==> src/rtl/gate_deadtime_water_pkg.sv <==
// Shared constants and leg state encoding for the gate dead-time stage.
package gate_deadtime_water_pkg;
    localparam logic [31:0] ONE_SINGLE  = 32'h3F800000;
    localparam logic [31:0] ZERO_SINGLE = 32'h00000000;
    localparam int          CNT_W       = 8;

    typedef enum logic [1:0] {
        ST_START = 2'd0,
        ST_UPPER = 2'd1,
        ST_LOWER = 2'd2,
        ST_DEAD  = 2'd3
    } leg_state_e;

    // Sign bit ignored so that -0.0 decodes as off.
    function automatic logic is_on(input logic [31:0] f);
        return |f[30:0];
    endfunction
endpackage

==> src/rtl/gate_deadtime_water_if.sv <==
// Step/command/switch-state bundle between the control stage and the solver.
// Optional GATE_STATS_EN adds per-leg commutation counters.
interface gate_deadtime_water_if;
    logic        sta;
    logic [31:0] m1_single, m3_single, m5_single;
    logic [31:0] s1_single, s2_single, s3_single, s4_single, s5_single, s6_single;
    logic        sw_event;
    logic        done_sig;
`ifdef GATE_STATS_EN
    logic [15:0] sw_cnt_a, sw_cnt_b, sw_cnt_c;
`endif

    modport master (
        output sta, m1_single, m3_single, m5_single,
        input  s1_single, s2_single, s3_single, s4_single, s5_single, s6_single,
        input  sw_event, done_sig
`ifdef GATE_STATS_EN
        , input sw_cnt_a, sw_cnt_b, sw_cnt_c
`endif
    );

    modport slave (
        input  sta, m1_single, m3_single, m5_single,
        output s1_single, s2_single, s3_single, s4_single, s5_single, s6_single,
        output sw_event, done_sig
`ifdef GATE_STATS_EN
        , output sw_cnt_a, sw_cnt_b, sw_cnt_c
`endif
    );
endinterface

==> src/rtl/gate_deadtime_water_leg.sv <==
// One converter leg: START/UPPER/LOWER/DEAD FSM with step-counted blanking.
// GATE_STATS_EN adds a saturating commutation counter.
module gate_deadtime_leg
    import gate_deadtime_water_pkg::*;
#(
    parameter int unsigned DEADTIME_STEPS = 2
) (
    input  logic        clk,
    input  logic        rst,
    input  logic        clr,
    input  logic        step,
    input  logic        cmd,
    output logic        up,
    output logic        dn,
    output logic        changed
`ifdef GATE_STATS_EN
    , output logic [15:0] sw_cnt
`endif
);
    localparam logic [CNT_W-1:0] DT = CNT_W'(DEADTIME_STEPS);

    leg_state_e       state_q, state_d;
    logic [CNT_W-1:0] cnt_q, cnt_d;

    always_ff @(posedge clk or posedge rst) begin
        if (rst) begin
            state_q <= ST_START;
            cnt_q   <= '0;
        end else if (clr) begin
            state_q <= ST_START;
            cnt_q   <= '0;
        end else begin
            state_q <= state_d;
            cnt_q   <= cnt_d;
        end
    end

    always_comb begin
        state_d = state_q;
        cnt_d   = cnt_q;
        if (step) begin
            case (state_q)
                ST_START: begin
                    if (DT == '0) state_d = cmd ? ST_UPPER : ST_LOWER;
                    else begin
                        state_d = ST_DEAD;
                        cnt_d   = DT;
                    end
                end
                ST_UPPER: begin
                    if (!cmd) begin
                        if (DT == '0) state_d = ST_LOWER;
                        else begin
                            state_d = ST_DEAD;
                            cnt_d   = DT;
                        end
                    end
                end
                ST_LOWER: begin
                    if (cmd) begin
                        if (DT == '0) state_d = ST_UPPER;
                        else begin
                            state_d = ST_DEAD;
                            cnt_d   = DT;
                        end
                    end
                end
                default: begin
                    // Reversals while blanking are ignored; only the exit command counts.
                    if (cnt_q > 8'd1) cnt_d = cnt_q - 8'd1;
                    else              state_d = cmd ? ST_UPPER : ST_LOWER;
                end
            endcase
        end
    end

    // Next-state view so the top can register the float outputs on the step edge.
    assign up      = (state_d == ST_UPPER);
    assign dn      = (state_d == ST_LOWER);
    assign changed = ((state_d == ST_UPPER) != (state_q == ST_UPPER)) |
                     ((state_d == ST_LOWER) != (state_q == ST_LOWER));

`ifdef GATE_STATS_EN
    logic [15:0] sw_cnt_q;
    logic        commut;

    assign commut = ((state_q == ST_UPPER) || (state_q == ST_LOWER)) && (state_d != state_q);

    always_ff @(posedge clk or posedge rst) begin
        if (rst)                                   sw_cnt_q <= '0;
        else if (clr)                              sw_cnt_q <= '0;
        else if (commut && (sw_cnt_q != 16'hFFFF)) sw_cnt_q <= sw_cnt_q + 16'd1;
    end

    assign sw_cnt = sw_cnt_q;
`endif
endmodule

==> src/rtl/gate_deadtime_water.sv <==
// Three-leg gate generator with dead-time blanking, step pipeline and change flag.
// Define GATE_STATS_EN for per-leg saturating commutation counters.
module gate_deadtime_water #(
    parameter int unsigned DEADTIME_STEPS = 2,
    parameter logic [31:0] ONE_SINGLE     = gate_deadtime_water_pkg::ONE_SINGLE
) (
    input  logic                  clk,
    input  logic                  rst,
    input  logic                  rst_user,
    gate_deadtime_water_if.slave  bus
);
    import gate_deadtime_water_pkg::*;

    localparam int STAGES = 1;

    logic              step;
    logic [2:0]        cmd, up, dn, chg;
    logic [STAGES:0]   vld_pipe_q;
    logic              chg_q, sw_event_q;
    logic [5:0][31:0]  s_q;

    // User reset wins over a coincident step.
    assign step = bus.sta & ~rst_user;
    assign cmd  = {is_on(bus.m5_single), is_on(bus.m3_single), is_on(bus.m1_single)};

`ifdef GATE_STATS_EN
    logic [2:0][15:0] sw_cnt;
`endif

    for (genvar i = 0; i < 3; i++) begin : g_leg
        gate_deadtime_leg #(.DEADTIME_STEPS(DEADTIME_STEPS)) u_leg (
            .clk     (clk),
            .rst     (rst),
            .clr     (rst_user),
            .step    (step),
            .cmd     (cmd[i]),
            .up      (up[i]),
            .dn      (dn[i]),
            .changed (chg[i])
`ifdef GATE_STATS_EN
            , .sw_cnt (sw_cnt[i])
`endif
        );
    end

    always_ff @(posedge clk or posedge rst) begin
        if (rst) begin
            vld_pipe_q <= '0;
            chg_q      <= 1'b0;
            sw_event_q <= 1'b0;
            s_q        <= '0;
        end else if (rst_user) begin
            vld_pipe_q <= '0;
            chg_q      <= 1'b0;
            sw_event_q <= 1'b0;
            s_q        <= '0;
        end else begin
            vld_pipe_q <= {vld_pipe_q[STAGES-1:0], step};
            chg_q      <= step & (|chg);
            sw_event_q <= chg_q;
            if (step) begin
                for (int i = 0; i < 3; i++) begin
                    s_q[2*i]   <= up[i] ? ONE_SINGLE : ZERO_SINGLE;
                    s_q[2*i+1] <= dn[i] ? ONE_SINGLE : ZERO_SINGLE;
                end
            end
        end
    end

    assign bus.s1_single = s_q[0];
    assign bus.s2_single = s_q[1];
    assign bus.s3_single = s_q[2];
    assign bus.s4_single = s_q[3];
    assign bus.s5_single = s_q[4];
    assign bus.s6_single = s_q[5];
    assign bus.sw_event  = sw_event_q;
    assign bus.done_sig  = vld_pipe_q[STAGES];

`ifdef GATE_STATS_EN
    assign bus.sw_cnt_a = sw_cnt[0];
    assign bus.sw_cnt_b = sw_cnt[1];
    assign bus.sw_cnt_c = sw_cnt[2];
`endif
endmodule

==> src/flat_wrapper.sv <==
// flat-port wrapper written by rule: the top's interface ports become plain ports
module gate_deadtime_water_flat import gate_deadtime_water_pkg::*;
#(
    parameter int unsigned DEADTIME_STEPS = 2,
    parameter logic [31:0] ONE_SINGLE     = gate_deadtime_water_pkg::ONE_SINGLE
)
  (clk, rst, rst_user, bus_sta, bus_m1_single, bus_m3_single, bus_m5_single, bus_s1_single, bus_s2_single, bus_s3_single, bus_s4_single, bus_s5_single, bus_s6_single, bus_sw_event, bus_done_sig);
  gate_deadtime_water_if bus_i ();
  input  logic clk;
  input  logic rst;
  input  logic rst_user;
  input wire logic [$bits(bus_i.sta)-1:0] bus_sta;
  input wire logic [$bits(bus_i.m1_single)-1:0] bus_m1_single;
  input wire logic [$bits(bus_i.m3_single)-1:0] bus_m3_single;
  input wire logic [$bits(bus_i.m5_single)-1:0] bus_m5_single;
  output wire logic [$bits(bus_i.s1_single)-1:0] bus_s1_single;
  output wire logic [$bits(bus_i.s2_single)-1:0] bus_s2_single;
  output wire logic [$bits(bus_i.s3_single)-1:0] bus_s3_single;
  output wire logic [$bits(bus_i.s4_single)-1:0] bus_s4_single;
  output wire logic [$bits(bus_i.s5_single)-1:0] bus_s5_single;
  output wire logic [$bits(bus_i.s6_single)-1:0] bus_s6_single;
  output wire logic [$bits(bus_i.sw_event)-1:0] bus_sw_event;
  output wire logic [$bits(bus_i.done_sig)-1:0] bus_done_sig;
  assign bus_i.sta = bus_sta;
  assign bus_i.m1_single = bus_m1_single;
  assign bus_i.m3_single = bus_m3_single;
  assign bus_i.m5_single = bus_m5_single;
  assign bus_s1_single = bus_i.s1_single;
  assign bus_s2_single = bus_i.s2_single;
  assign bus_s3_single = bus_i.s3_single;
  assign bus_s4_single = bus_i.s4_single;
  assign bus_s5_single = bus_i.s5_single;
  assign bus_s6_single = bus_i.s6_single;
  assign bus_sw_event = bus_i.sw_event;
  assign bus_done_sig = bus_i.done_sig;
  gate_deadtime_water #(.DEADTIME_STEPS(DEADTIME_STEPS), .ONE_SINGLE(ONE_SINGLE)) u_core (.clk(clk), .rst(rst), .rst_user(rst_user), .bus(bus_i));
endmodule
==> config.mk <==
export PLATFORM = sky130hd
export DESIGN_NAME = gate_deadtime_water_flat
export DESIGN_NICKNAME = d
export VERILOG_FILES = /design/src/rtl/gate_deadtime_water_pkg.sv /design/src/rtl/gate_deadtime_water_if.sv /design/src/rtl/gate_deadtime_water_leg.sv /design/src/rtl/gate_deadtime_water.sv /design/src/flat_wrapper.sv
export SDC_FILE = /design/constraint.sdc
export NUM_CORES = 1
export LEC_CHECK = 0
export CAP_MARGIN = 25
export CORE_AREA = 10 10 105 107
export CTS_CLUSTER_DIAMETER = 100
export DETAILED_ROUTE_END_ITERATION = 7
export DIE_AREA = 0 0 115 117
export DONT_BUFFER_PORTS = 1
export GPL_TIMING_DRIVEN = 0
export HOLD_SLACK_MARGIN = 0.06
export PLACE_DENSITY_LB_ADDON = 0.12
export SYNTH_ARGS = -nofsm -noshare
export SYNTH_HDL_FRONTEND = slang
export SYNTH_SLANG_ARGS = --single-unit
==> constraint.sdc <==
create_clock -name clk -period 4.5 [get_ports clk]
set_input_delay 0.9 -clock clk [delete_from_list [all_inputs] [get_ports clk]]
set_output_delay 0.9 -clock clk [all_outputs]
set_load 0.01 [all_outputs]
==> metrics, run 1 <==
synth unique cells=55; Root Driver=clkbuf_8; Power Total=between 0.001 and 0.0015 W; final setup violation count=0; CP max-delay cell=nor2_1; final-layout fill cell count=around 860; worst-case reg-to-reg path depth=9; hold path startpoint=u_core.vld_pipe_q[0]; Reg clk slew, reported paths=approximately 0.080 ns; post-synthesis register bit count=40; type of origin of the critical path=primary input; final hold viol count=0; RSZ-0062 raised after global routing=no; min setup slack post-route=1.77 ns; Die ar.=~0.013 mm2; Combinational Power Share=0.384; worst path bufs/invs=0; Max-Cap Viols=0; CTS max path bufs=2; WS Path Type=primary input to flop; EDFF count, synth=0; Reg power frac=0.358; Reg2Reg Setup Slack=roughly 1.8 ns; commonest non-fill, non-tap cell in the layout=buf_4; Die Span Y=~120 um; Num CTS Buffers=5; Final Skew=between 0.004 and 0.005 ns; final worst-path cycle share=0.607; Post-DP HPWL=10600 um; design area=slightly above 0.005 mm2; DRC=0; Worst slew margin=0.408; Synthesis Warnings=0; Pleak=2.69 nW; Placed Area=roughly 0.0050 mm2; crit-path max FO=10; share of total power in the clock network=0.257; io pins=slightly below 300; Worst Tran Pin Value=between 0.8 and 0.9 ns; share of cells above drive strength 1=0.298; H-tree depth=2; worst hold path class=flop to flop; clk_lat worst skew=0.29 ns; Setup Total Neg Slack=0 ns; FMAX=between 300 and 400 MHz; commonest cells after routing, fill and taps aside=186 x buf_4, 150 x conb_1, 44 x nor2_1, 40 x dfrtp_1, 29 x nor4_1; internal cell power=0.000747 W; post-CTS resize count=0; I/O Buffers=0; VDD IR max=approximately 0.13 mV; GR Util All Layers=0.165; PD cells=between 200 and 250 mW/mm2; FF/Latch Area=around 0.001 mm2; GPL Wtd Cong=about 0.9; number of routed nets with antenna violations=0; fraction of registers with async set/reset=1.00; gr ovfl total=0; number of global-route vias before repair=about 3600; Die Span X=between 100 and 150 um; largest net degree at the start of global routing=41; crit-path cells=nor4_1 -> nand4_1 -> o21ai_0 -> nand4_1 -> nor2_1 -> nand4b_1 -> a21oi_1; register area share after synthesis=0.235; reg2reg start=u_core.g_leg[2].u_leg.state_q[0]; synthesized instance count=about 530; row cnt=35; Min-Delay Path Depth=1; min cycle time layout=~2.7 ns; ys flop type=dfrtp_1; TritonCTS Sinks=40; Antenna Cells=0; hold_buf cts=0; DP Worst Slack=1.47 ns; DR iter-0 viols=roughly 140; Post-Syn Area=~0.0043 mm2; Net count, final=around 810; CTS tree=built; Sw Share=0.348; Pre-antenna DRT Iters=4; status=complete, no violations; CP Data Required Time=around 4.7 ns; Critical Path AT=between 2 and 3 ns; Wirelength per Cell=15.4 um; Pins Over Slew Limit=0; Multi-input gate area=0.00230 mm2; postcts setup bufs=0; vias per cell=around 4.5; final wirelength=about 12000 um; Hold EP=u_core.vld_pipe_q[1]; layout overhead on the synthesized area=18.9%; first-pass GRT wire length=approximately 18000 um; Core Region=around 0.0090 mm2; Syn Area/Cell=8.00 um2; Initial Util=0.472; CP top delay family=simple AND/OR/NAND/NOR gates; Switch Pwr=~0.0004 W; Max stage delay on crit path=about 0.50 ns; initial antenna violation count=0; crit end category=flop; r2r endpoint=u_core.chg_q; CP most frequent cell=nand4_1; vias=between 3000 and 4000
-- layer usage --
metal / global-route usage / up-vias / wire [um]
met2: 0.291 / 183 / 6240
met1: 0.177 / 1597 / 4420
met3: 0.0714 / 10 / 1530
li1: - / 1823 / -
met4: 0.0429 / 0 / 135
met5: 0 / - / 0
-- power groups by stage --
stage / Sequential (W) / Combinational (W) / Clock [W]
final: 0.000410 / 0.000440 / 0.000295
after detailed placement: 0.000418 / 0.000423 / 0
after global routing: 0.000415 / 0.000492 / 0.000314
after floorplan: 0.000410 / 0.000377 / 0
after CTS: 0.000411 / 0.000425 / 0.000304
after global placement: 0.000417 / 0.000418 / 0
-- worst register-to-register path: cells and delay by family, from the launching register on --
family,cells,cell delay [ns]
flops,1,0.50
fa+ha+maj,1,0.19
compound gates,4,0.74
simple gates,3,0.81
buf+inv,1,0.32
-- worst max-delay path by stage --
stage                     slack (ns)  cells past startpoint              start                             end
after floorplan                 1.88                      8   bus_m1_single[1]  u_core.g_leg[0].u_leg.cnt_q[5]
after global placement          1.52                      8            bus_sta  u_core.g_leg[0].u_leg.cnt_q[5]
after detailed placement        1.47                      7  bus_m3_single[14]  u_core.g_leg[1].u_leg.cnt_q[6]
after CTS                       1.78                      7  bus_m3_single[14]  u_core.g_leg[1].u_leg.cnt_q[7]
after global routing            1.56                      7  bus_m3_single[14]  u_core.g_leg[1].u_leg.cnt_q[7]
final                           1.77                      7  bus_m3_single[14]  u_core.g_leg[1].u_leg.cnt_q[7]
-- Yosys cell counts (2+ instances only) --
master | instances | area share
nor2b_1 | 2 | 0.0029
nand4_1 | 10 | 0.015
ha_1 | 18 | 0.053
a2111oi_0 | 2 | 0.0041
nor3_1 | 16 | 0.019
or3_1 | 10 | 0.015
o21ai_0 | 20 | 0.024
nand3_1 | 6 | 0.0071
nand2_1 | 19 | 0.017
and2_1 | 2 | 0.0029
a31oi_1 | 4 | 0.0059
nand3b_1 | 4 | 0.0071
o211ai_1 | 2 | 0.0035
a211o_1 | 2 | 0.0041
a22oi_1 | 2 | 0.0035
xnor2_1 | 7 | 0.014
inv_1 | 20 | 0.018
nand4b_1 | 3 | 0.0062
nand2b_1 | 3 | 0.0044
a21oi_1 | 28 | 0.033
or2_2 | 2 | 0.0029
nor2_1 | 44 | 0.039
dfrtp_1 | 40 | 0.24
o221ai_1 | 2 | 0.0041
o21ai_1 | 2 | 0.0024
clkinv_1 | 3 | 0.0026
o21a_1 | 2 | 0.0035
o22ai_1 | 2 | 0.0029
o211a_1 | 2 | 0.0047
nor4_1 | 29 | 0.043
or4_4 | 2 | 0.0053
and4_1 | 3 | 0.0062
clkbuf_1 | 7 | 0.0062
buf_4 | 186 | 0.33
a211oi_1 | 6 | 0.011
-- flip-flops by register name (all words and copies together) (netlist names) --
register                    count
u_core.bus.s5_single            1
u_core.bus.s1_single            1
u_core.bus.s6_single            1
u_core.vld_pipe_q               2
u_core.bus.s4_single            1
u_core.g_leg.u_leg.cnt_q       24
u_core.g_leg.u_leg.state_q      6
u_core.bus.sw_event             1
u_core.bus.s3_single            1
u_core.chg_q                    1
u_core.bus.s2_single            1
-- area by class of cell --
class                   instances  area share
flip-flops and latches         40       0.198
clock buffers                   6      0.0143
multi-input cells             424       0.454
inverters                      23      0.0171
plain buffers                 194       0.282
well taps                     111      0.0274
clock inverters                 2     0.00692
-- logic make-up after synthesis --
| group | after synthesis | synth area share |
|---|---|---|
| compound gates | 87 | 0.131 |
| xor+xnor | 8 | 0.0165 |
| fa+ha+maj | 18 | 0.0529 |
| buf+inv | 217 | 0.356 |
| flops | 40 | 0.235 |
| mux | 1 | 0.00235 |
| other cells | 1 | 0.000882 |
| simple gates | 160 | 0.205 |
-- metrics by stage --
| step | instances | hold WS, ns | utilization |
|---|---|---|---|
| floorplan | 681 | 0.439 | - |
| global placement | 792 | 0.444 | 0.549 |
| detailed placement | 792 | 0.462 | 0.549 |
| CTS | 800 | 0.480 | 0.561 |
| global route | 800 | 0.516 | 0.561 |
| finish | 800 | 0.475 | 0.561 |
(Power assumes the default switching activity.)
==> run 2, diff against run 1 <==
- clock period: 4.5 -> 2.73 ns (I/O delays scaled with it)
==> run 2 against run 1 <==
Effect of this change: sequential share of layout area decreased by 0.21 points; worst hold slack got worse by 0.16 ns; die area unchanged; global-route usage unchanged; combinational power increased by 69%; largest power group unchanged.
==> metrics, run 2 (synthesized netlist as in run 1, its figures left out) <==
status=complete, no violations; Core Region=0.00902 mm2 (unchanged); Combinational Power Share=0.390 (+0.006); Placed Area=0.00495 mm2 (unchanged); share of cells above drive strength 1=0.311 (+0.0132); first-pass GRT wire length=18400 um (unchanged); FMAX=385 MHz; DP Worst Slack=0.0570 ns (-1.42 ns); clk_lat worst skew=0.30 ns (about the same); commonest non-fill, non-tap cell in the layout=buf_4; layout overhead on the synthesized area=20.2%; PD cells=373 mW/mm2 (+65%); Pre-antenna DRT Iters=4 (unchanged); final wirelength=12400 um (+0.97%); final hold viol count=0 (unchanged); VDD IR max=0.217 mV (+66%); top flop regs=u_core.g_leg.u_leg.cnt_q (24), u_core.g_leg.u_leg.state_q (6), u_core.vld_pipe_q (2); Pins Over Slew Limit=0 (unchanged); CTS max path bufs=2 (unchanged); I/O Buffers=0 (unchanged); CTS tree=built; Root Driver=clkbuf_8; share of total power in the clock network=0.255 (-0.002); row cnt=35 (unchanged); crit end category=flop; Die Span Y=117 um (unchanged); GPL Wtd Cong=0.901 (unchanged); type of origin of the critical path=flop; vias=3628 (+0.42%); Worst slew margin=0.412 (+0.00433); io pins=294 (unchanged); Reg2Reg Setup Slack=0.13 ns (-1.69 ns); min setup slack post-route=0.135 ns (-1.63 ns); DR iter-0 viols=125 (-11%); CP Data Required Time=2.90 ns (-1.82 ns); hold_buf cts=0 (unchanged); H-tree depth=2 (unchanged); number of global-route vias before repair=3582 (unchanged); design area=0.00511 mm2 (+1.1%); vias per cell=4.52 (about the same); Die ar.=0.0135 mm2 (unchanged); Switch Pwr=0.000664 W (+66%); crit-path max FO=8 (-2); max reg flops=24 (unchanged); final worst-path cycle share=0.951; WS Path Type=flop to flop; Final Skew=0.00839 ns (+0.00347 ns); Top reg by flops=u_core.g_leg.u_leg.cnt_q; final setup violation count=0 (unchanged); min cycle time layout=2.60 ns; Critical Path AT=2.76 ns (-0.19 ns); internal cell power=0.00124 W (+67%); Die Span X=115 um (unchanged); Setup Total Neg Slack=0 ns (unchanged); Max-Cap Viols=0 (unchanged); worst hold path class=primary input to asynchronous set/reset pin; RSZ-0062 raised after global routing=no; Antenna Cells=0 (unchanged); TritonCTS Sinks=40 (unchanged); Reg power frac=0.355 (-0.003); Worst Tran Pin Value=0.880 ns (-0.00648 ns); Net count, final=809 (+0.37%); Reg clk slew, reported paths=0.08 ns (about the same); DRC=0 (unchanged); GR Util All Layers=0.165 (unchanged); number of routed nets with antenna violations=0 (unchanged); Power Total=0.00191 W (+67%); Initial Util=0.472 (unchanged); Wirelength per Cell=15.5 um (+0.59%); largest net degree at the start of global routing=41 (unchanged); Num CTS Buffers=5 (unchanged); initial antenna violation count=0 (unchanged); Post-DP HPWL=10600 um (unchanged); Sw Share=0.348 (-0.000482); commonest cells after routing, fill and taps aside=191 x buf_4, 150 x conb_1, 44 x nor2_1, 40 x dfrtp_1, 28 x nor4_1; Pleak=2.71 nW (+0.69%); gr ovfl total=0 (unchanged)
==> run 2: cell types whose count changed in the layout (fill, tap and decap cells not counted), sizes merged <==
cell    previous run  this run
clkbuf            13        11
buf              187       192
==> run 2: per-stage QoR <==
step,hold WS (ns),std cells,utilization
floorplan,0.439,681,-
global route,0.389,803,0.567
CTS,0.337,800,0.561
global placement,0.444,792,0.549
detailed placement,0.462,792,0.549
finish,0.310,803,0.567
==> run 2: cell type report <==
cell class,instances,area (um2)
buffer,192,1420
clock buffer,6,72.6
clock inverter,2,35.0
fill,868,3910
inverter,23,86.3
multi-input combinational,424,2320
sequential,40,1000
tap,111,139
timing repair buffer,5,37.5
==> run 2: power groups by stage <==
stage | Sequential (W) | Clock [W] | Combinational [W]
2_1_floorplan | 0.000676 | 0 | 0.000621
3_3_place_gp | 0.000687 | 0 | 0.000689
3_5_place_dp | 0.000689 | 0 | 0.000697
4_1_cts | 0.000677 | 0.000501 | 0.000700
5_1_grt | 0.000684 | 0.000514 | 0.000829
6_report | 0.000677 | 0.000486 | 0.000745
==> run 2: final timing paths <==
kind / startpoint / endpoint / cells after the start
min: rst / u_core.bus.s2_single[28] / 1
max reg2reg: u_core.g_leg[1].u_leg.state_q[0] / u_core.chg_q / 7
min reg2reg: u_core.vld_pipe_q[0] / u_core.vld_pipe_q[1] / 1
max: u_core.g_leg[1].u_leg.state_q[0] / u_core.chg_q / 7
max in group asynchronous: rst / u_core.g_leg[2].u_leg.cnt_q[2] / 1
min in group clk: u_core.vld_pipe_q[0] / u_core.vld_pipe_q[1] / 1
==> run 2: critical path, stage by stage (launching register included) <==
cell and delay, ns:
dfrtp_1 0.45, ha_1 0.34, or3_1 0.42, or3_1 0.37, o211a_4 0.19, or4_1 0.45
o311ai_0 0.11, a31oi_1 0.14
==> run 2: per-layer routing <==
metal,share of wire,GRT usage,wire length [um]
met1,0.35,0.177,4380
met2,0.51,0.291,6330
met3,0.13,0.0714,1580
met4,0.012,0.0429,155
met5,0,0,0
==> run 2: repair_timing <==
| item | CTS | global route |
|---|---|---|
| resized for setup | 0 | 5 |
| buffers inserted | 0 | 5 |
| setup endpoints to repair | 0 | 1 |
